$ cat src/rtl/logic_capture_axi_bridge.sv
// ---------------------------------------------------------------------------
// logic_capture_axi_bridge
//
// Turns the capture core's request interface into AXI4 master traffic.
// Each request is one entry in a small FIFO. A read entry issues one AR.
// A write burst is one entry per beat. The first beat of a burst drives AW
// and W together, and each later beat drives W only. B responses are
// returned through one ack port, and so are R responses (last beat only).
// A sticky error flag and idle/outstanding status are provided for the
// capture controller's flush logic.
//
// Ports
//   clk_i, rst_i             clock, synchronous active-high reset
//   inport_*                 capture-side request / response interface
//   error_clr_i, error_o     sticky response error and its clear
//   idle_o, outstanding_o    flush status
//   outport_aw*/w*/b*        AXI4 write address / data / response
//   outport_ar*/r*           AXI4 read address / data
// ---------------------------------------------------------------------------
module logic_capture_axi_bridge #(
    parameter int unsigned AXI_ID          = 0,
    parameter int unsigned DATA_W          = 32,
    parameter int unsigned REQ_DEPTH       = 8,
    parameter int unsigned REQ_ADDR_W      = 3,
    parameter int unsigned MAX_OUTSTANDING = 16,
    localparam int unsigned STRB_W         = DATA_W / 8
) (
    input  logic              clk_i,
    input  logic              rst_i,

    input  logic [STRB_W-1:0] inport_wr_i,
    input  logic              inport_rd_i,
    input  logic [7:0]        inport_len_i,
    input  logic [31:0]       inport_addr_i,
    input  logic [DATA_W-1:0] inport_write_data_i,
    output logic              inport_accept_o,
    output logic              inport_ack_o,
    output logic              inport_error_o,
    output logic [DATA_W-1:0] inport_read_data_o,

    input  logic              error_clr_i,
    output logic              error_o,
    output logic              idle_o,
    output logic [7:0]        outstanding_o,

    output logic              outport_awvalid_o,
    input  logic              outport_awready_i,
    output logic [31:0]       outport_awaddr_o,
    output logic [3:0]        outport_awid_o,
    output logic [7:0]        outport_awlen_o,
    output logic [1:0]        outport_awburst_o,
    output logic              outport_wvalid_o,
    input  logic              outport_wready_i,
    output logic [DATA_W-1:0] outport_wdata_o,
    output logic [STRB_W-1:0] outport_wstrb_o,
    output logic              outport_wlast_o,
    input  logic              outport_bvalid_i,
    output logic              outport_bready_o,
    input  logic [1:0]        outport_bresp_i,
    input  logic [3:0]        outport_bid_i,
    output logic              outport_arvalid_o,
    input  logic              outport_arready_i,
    output logic [31:0]       outport_araddr_o,
    output logic [3:0]        outport_arid_o,
    output logic [7:0]        outport_arlen_o,
    output logic [1:0]        outport_arburst_o,
    input  logic              outport_rvalid_i,
    output logic              outport_rready_o,
    input  logic [DATA_W-1:0] outport_rdata_i,
    input  logic [1:0]        outport_rresp_i,
    input  logic [3:0]        outport_rid_i,
    input  logic              outport_rlast_i
);

    localparam int unsigned        OFF_W   = (DATA_W == 64) ? 3 : 2;
    localparam logic [7:0]         MAX_OUT = 8'(MAX_OUTSTANDING);
    localparam logic [REQ_ADDR_W:0] DEPTH  = (REQ_ADDR_W + 1)'(REQ_DEPTH);

    // Request FIFO storage. Only the pointers and count are reset.
    logic              fifo_rd_q   [REQ_DEPTH];
    logic [STRB_W-1:0] fifo_strb_q [REQ_DEPTH];
    logic [7:0]        fifo_len_q  [REQ_DEPTH];
    logic [31:0]       fifo_addr_q [REQ_DEPTH];
    logic [DATA_W-1:0] fifo_data_q [REQ_DEPTH];

    logic [REQ_ADDR_W-1:0] wr_ptr_q, wr_ptr_d;
    logic [REQ_ADDR_W-1:0] rd_ptr_q, rd_ptr_d;
    logic [REQ_ADDR_W:0]   count_q, count_d;
    logic [7:0]            beat_cnt_q, beat_cnt_d;
    logic [7:0]            outstanding_q, outstanding_d;
    logic                  aw_done_q, aw_done_d;
    logic                  w_done_q, w_done_d;
    logic                  error_q, error_d;

    logic              push, pop;
    logic              head_valid, head_rd;
    logic [STRB_W-1:0] head_strb;
    logic [7:0]        head_len;
    logic [31:0]       head_addr, bus_addr;
    logic [DATA_W-1:0] head_data;
    logic              first_beat, can_issue;
    logic              rd_issue, wr_first, wr_later;
    logic              aw_hs, w_hs, ar_hs;
    logic              b_ack, r_ack, ack, resp_err;
    logic              unused_inputs;

    assign push       = (inport_rd_i | (|inport_wr_i)) & inport_accept_o;
    assign head_valid = (count_q != '0);
    assign head_rd    = fifo_rd_q[rd_ptr_q];
    assign head_strb  = fifo_strb_q[rd_ptr_q];
    assign head_len   = fifo_len_q[rd_ptr_q];
    assign head_addr  = fifo_addr_q[rd_ptr_q];
    assign head_data  = fifo_data_q[rd_ptr_q];
    assign bus_addr   = {head_addr[31:OFF_W], {OFF_W{1'b0}}};

    assign first_beat = (beat_cnt_q == 8'd0);
    // A later beat, or a first beat whose AW has already been accepted,
    // owns a response slot already, so the outstanding limit does not
    // gate it. Without the aw_done_q term, wvalid could drop mid-handshake.
    assign can_issue  = (outstanding_q < MAX_OUT) | ~first_beat | aw_done_q;
    assign rd_issue   = head_valid & first_beat & head_rd & can_issue;
    assign wr_first   = head_valid & first_beat & ~head_rd & can_issue;
    assign wr_later   = head_valid & ~first_beat;

    assign outport_awvalid_o = wr_first & ~aw_done_q;
    assign outport_wvalid_o  = (wr_first & ~w_done_q) | wr_later;
    assign outport_arvalid_o = rd_issue;

    assign aw_hs = outport_awvalid_o & outport_awready_i;
    assign w_hs  = outport_wvalid_o & outport_wready_i;
    assign ar_hs = outport_arvalid_o & outport_arready_i;

    // A first write beat leaves the FIFO only once AW and W have both
    // completed, whether in the same cycle or in different cycles.
    assign pop = ar_hs
               | (wr_first & (aw_done_q | aw_hs) & (w_done_q | w_hs))
               | (wr_later & w_hs);

    assign outport_awaddr_o  = bus_addr;
    assign outport_awid_o    = 4'(AXI_ID);
    assign outport_awlen_o   = head_len;
    assign outport_awburst_o = 2'b01;
    assign outport_wdata_o   = head_data;
    assign outport_wstrb_o   = head_strb;
    assign outport_wlast_o   = (beat_cnt_q == 8'd1) | (first_beat & (head_len == 8'd0));
    assign outport_araddr_o  = bus_addr;
    assign outport_arid_o    = 4'(AXI_ID);
    assign outport_arlen_o   = head_len;
    assign outport_arburst_o = 2'b01;

    // R has priority over B. Only the last R beat produces an ack.
    assign outport_rready_o  = 1'b1;
    assign outport_bready_o  = ~outport_rvalid_i;
    assign b_ack    = outport_bvalid_i & outport_bready_o;
    assign r_ack    = outport_rvalid_i & outport_rlast_i;
    assign ack      = b_ack | r_ack;
    assign resp_err = r_ack ? (outport_rresp_i != 2'b00) : (outport_bresp_i != 2'b00);

    assign inport_accept_o    = (count_q != DEPTH);
    assign inport_ack_o       = ack;
    assign inport_error_o     = ack & resp_err;
    assign inport_read_data_o = outport_rdata_i;
    assign error_o            = error_q;
    assign outstanding_o      = outstanding_q;
    assign idle_o             = ~head_valid & (outstanding_q == 8'd0) & first_beat
                              & ~aw_done_q & ~w_done_q;

    assign unused_inputs = ^{outport_bid_i, outport_rid_i, head_addr[OFF_W-1:0]};

    always_comb begin
        wr_ptr_d      = push ? wr_ptr_q + REQ_ADDR_W'(1) : wr_ptr_q;
        rd_ptr_d      = pop ? rd_ptr_q + REQ_ADDR_W'(1) : rd_ptr_q;
        count_d       = count_q;
        outstanding_d = outstanding_q;
        beat_cnt_d    = beat_cnt_q;
        aw_done_d     = aw_done_q;
        w_done_d      = w_done_q;
        error_d       = error_q;

        unique case ({push, pop})
            2'b10:   count_d = count_q + (REQ_ADDR_W + 1)'(1);
            2'b01:   count_d = count_q - (REQ_ADDR_W + 1)'(1);
            default: count_d = count_q;
        endcase

        // An ack while nothing is outstanding is ignored, and the count
        // never goes past the limit.
        unique case ({ar_hs | aw_hs, ack & (outstanding_q != 8'd0)})
            2'b10: if (outstanding_q < MAX_OUT) outstanding_d = outstanding_q + 8'd1;
            2'b01: outstanding_d = outstanding_q - 8'd1;
            default: outstanding_d = outstanding_q;
        endcase

        if (pop & wr_first) begin
            beat_cnt_d = head_len;
        end else if (pop & wr_later) begin
            beat_cnt_d = beat_cnt_q - 8'd1;
        end

        if (pop & wr_first) begin
            aw_done_d = 1'b0;
            w_done_d  = 1'b0;
        end else begin
            if (aw_hs) aw_done_d = 1'b1;
            if (w_hs & wr_first) w_done_d = 1'b1;
        end

        if (ack & resp_err) begin
            error_d = 1'b1;
        end else if (error_clr_i) begin
            error_d = 1'b0;
        end
    end

    always_ff @(posedge clk_i) begin
        if (rst_i) begin
            wr_ptr_q      <= '0;
            rd_ptr_q      <= '0;
            count_q       <= '0;
            outstanding_q <= 8'd0;
            beat_cnt_q    <= 8'd0;
            aw_done_q     <= 1'b0;
            w_done_q      <= 1'b0;
            error_q       <= 1'b0;
        end else begin
            wr_ptr_q      <= wr_ptr_d;
            rd_ptr_q      <= rd_ptr_d;
            count_q       <= count_d;
            outstanding_q <= outstanding_d;
            beat_cnt_q    <= beat_cnt_d;
            aw_done_q     <= aw_done_d;
            w_done_q      <= w_done_d;
            error_q       <= error_d;
        end
    end

    always_ff @(posedge clk_i) begin
        if (push) begin
            fifo_rd_q[wr_ptr_q]   <= inport_rd_i;
            fifo_strb_q[wr_ptr_q] <= inport_wr_i;
            fifo_len_q[wr_ptr_q]  <= inport_len_i;
            fifo_addr_q[wr_ptr_q] <= inport_addr_i;
            fifo_data_q[wr_ptr_q] <= inport_write_data_i;
        end
    end

endmodule
$ cat config.mk
export PLATFORM = sky130hd
export DESIGN_NAME = logic_capture_axi_bridge
export DESIGN_NICKNAME = d
export VERILOG_FILES = /design/src/rtl/logic_capture_axi_bridge.sv
export SDC_FILE = /design/constraint.sdc
export NUM_CORES = 1
export LEC_CHECK = 0
export ABC_CLOCK_PERIOD_IN_PS = 10400
export CAP_MARGIN = 20
export CELL_PAD_IN_SITES_DETAIL_PLACEMENT = 1
export CELL_PAD_IN_SITES_GLOBAL_PLACEMENT = 1
export CORE_UTILIZATION = 45
export CTS_CLUSTER_DIAMETER = 120
export DETAILED_ROUTE_END_ITERATION = 8
export GPL_TIMING_DRIVEN = 0
export PLACE_DENSITY = 0.77
export SLEW_MARGIN = 20
export SYNTH_ARGS = -nofsm -noshare
export SYNTH_HDL_FRONTEND = slang
export SYNTH_SLANG_ARGS = --single-unit
export TNS_END_PERCENT = 30
$ cat constraint.sdc
create_clock -name clk_i -period 10.4 [get_ports clk_i]
set_input_delay 2.08 -clock clk_i [delete_from_list [all_inputs] [get_ports clk_i]]
set_output_delay 2.08 -clock clk_i [all_outputs]
set_load 0.005 [all_outputs]
==> reports/results.ini <==
[status]
outcome=finished clean

[global_route]
grt_pass1_wl_microns=87400
grt_overflow=0
grt_pass1_vias=13900
grt.busiest_layer=met2
grt_max_degree=22
met2_usage_pct=35.9
globalRouteMet1Util_pct=27.8
use_met3_pct=4.06
grt_use_total_pct=21.1
antenna_found_initial=5

[finish]
final_cells=2401
stdcell_area_sq_um=31500
nFillCells=4826
multi_input_area_sq_um=5700
area_delta_synth_final_pct=25.3
drive_above_1_share_pct=28.8
utilization_pct=57.1
nets=1749
regArea_sq_um=18700

[clock_tree]
cts_root_buf=clkbuf_16
cts_buffer_depth=3
ctsResizeCount=0
cts-hold-fix-buffers=0
path_clk_slew_ns=0.06
cts_sinks=632
cts-buffers-inserted=67
htreeDepth=3
insertion_delay_ns=0.60
postCtsSetupBuffers=0
cts_tree=yes

[setup_path]
reg2reg_depth=13
crit_path_end_kind=output pin
r2r-start=beat_cnt_q[0]$_SDFFE_PP0P_
crit_path_frequent_cell=clkbuf_1
crit_type=reg2out
path_cells=buf_6 > clkbuf_1 > clkbuf_1 > clkbuf_1 > mux4_2 > mux2_2 > buf_4 > clkdlybuf4s50_1
cp.required_ns=8.32
cp_num_buf_inv=6
cp_top_family=buffers and inverters
critPathSlowestCell=clkbuf_1
crit_arrival_ns=4.44
path_max_fanout=10
r2r_end=outstanding_o[7]$_SDFFE_PP0P_
max_stage_delay_ns=0.81
r2r_slack_ns=6.19
cp-start-kind=flip-flop

[logic_synthesis]
synth_area_leaders=edfxtp_1, mux4_2, mux2_2
syn_area_sq_um=25200
ys_warn_count=0
synth-seq-cells=632
synthArstFlopShare_pct=0
seq_area_frac_synth_pct=74.1
ys_types=61
yosysTopAreaCell=edfxtp_1
ys_top_cells_by_count=edfxtp_1, mux4_2, buf_4
syn_inst=1222
ys.flop_type=edfxtp_1
yosysMostFrequentCell=edfxtp_1
syn_area_per_cell_sq_um=20.6
synth-edff-count=600
yosysTopAreaCellShare_pct=71.5

[hold_path]
worstHoldStart=beat_cnt_q[1]$_SDFFE_PP0P_
holdPathEnd=beat_cnt_q[1]$_SDFFE_PP0P_
min_path_type=reg2reg
min_path_cells=2

[routing]
drt_iter0_markers=1036
drt-total-wl_microns=59400
drc_errors=0
routedWlPerCell_microns=24.8
first_pass_iters=5
vias=13000
ant_nets=0
via_per_inst=5.40

[place]
globalplace.congestion=0.782
place_ws_ns=4.46
dp_cells=2281
dpl-instance-area_sq_um=29500
dp_hpwl_microns=39500
io_buffers=249

[sta]
max_freq_mhz=153
grt_setup_unrepaired=no
tns_ns=0
slew_violations=0
fin_ws_ns=3.88
fin_crit_ns=6.52
finalClockSkew_ns=0.0225
worst_pin_slew_ns=1.03
period_share_pct=62.7
relSlewSlack_pct=31.0
setup_viol=0
finalHoldViolCount=0

[run]
cap_violations=0

[die]
die_area_sq_um=56900
die_h_microns=239
die_w_microns=239
io_pins=309
initial_core_util_pct=45.6
rows=86
coreArea_sq_um=55200

[power]
leakagePower_nw=10.3
vdd_drop_max_mv=0.172
power.density_nw_per_um2=229

==> power breakdown <==
part | switching, mW | internal (mW) | leakage [nW]
sequential | 0.0790 | 3.04 | 5.77
combinational | 0.866 | 1.00 | 3.59
clock | 0.946 | 1.29 | 0.993
==> cells by family (layout without fill, tap and decap cells) <==
family | count (synthesis) | in the layout | synth area share (%)
simple gates | 100 | 100 | 2.01
other cells | 2 | 19 | 0.0298
xor+xnor | 13 | 13 | 0.452
mux | 233 | 233 | 17.1
compound gates | 72 | 72 | 1.82
fa+ha+maj | 15 | 15 | 0.775
flops | 632 | 632 | 74.1
buf+inv | 155 | 569 | 3.70
==> layout make-up <==
type,count,area share [%]
inverters,19,0.226
diodes,2,0.0159
clock inverters,39,0.976
multi-input cells,450,18.1
flip-flops and latches,632,59.2
plain buffers,136,2.73
well taps,748,2.97
clock buffers,77,5.50
repair buffers,298,10.3
==> layer usage <==
| layer | up-vias | routed length, microns |
|---|---|---|
| met4 | 6 | 947 |
| li1 | 5675 | - |
| met1 | 6838 | 24900 |
| met3 | 68 | 3380 |
| met5 | - | 43 |
| met2 | 390 | 30100 |
==> per-stage QoR <==
stage	hold WS (ns)	power, mW
detailed placement	0.469	5.05
global placement	0.457	4.97
global route	0.509	7.52
floorplan	0.444	4.18
CTS	0.478	7.31
finish	0.477	7.23
==> registers in the layout, summed over array words and instances (netlist names), named ones only <==
name           flops
fifo_len_q        64
outstanding_o      8
wr_ptr_q           3
count_q            4
w_done_q           1
aw_done_q          1
fifo_data_q      256
rd_ptr_q           3
error_o            1
fifo_strb_q       32
fifo_addr_q      240
beat_cnt_q         8
fifo_rd_q          8
==> tightest hold or removal path, stage by stage (launching register included) <==
cell and delay, ns:
dfxtp_1 0.32, nand2_1 0.06, a21oi_1 0.06
==> worst max path at each step <==
stage                   start  depth (start not counted)                            to
4_1_cts             flip-flop                          8          outport_awaddr_o[20]
2_1_floorplan  inport_wr_i[3]                          4  fifo_addr_q[0][10]$_DFFE_PP_
6_report            flip-flop                          8           outport_awaddr_o[9]
3_3_place_gp      inport_rd_i                          5  fifo_data_q[0][24]$_DFFE_PP_
3_5_place_dp        flip-flop                          8          outport_awaddr_o[20]
5_1_grt             flip-flop                          8          outport_awaddr_o[20]
==> cells in the final DEF (no fill, tap or decap), drive strengths merged, types with 5 or more instances in the layout <==
master and instances:
edfxtp 600, clkdlybuf4s50 249, buf 160, mux4 150, clkbuf 102, mux2 71, dfxtp 32, clkinv 30
nor2 28, a21oi 25, inv 20, nand2 18, conb 17, o21ai 17, ha 14, mux2i 12
nor3 12, nand3 9, nor2b 7, xnor2 7, nor4 7, xor2 6, nand2b 6, o22ai 5
(Power assumes the default switching activity.)
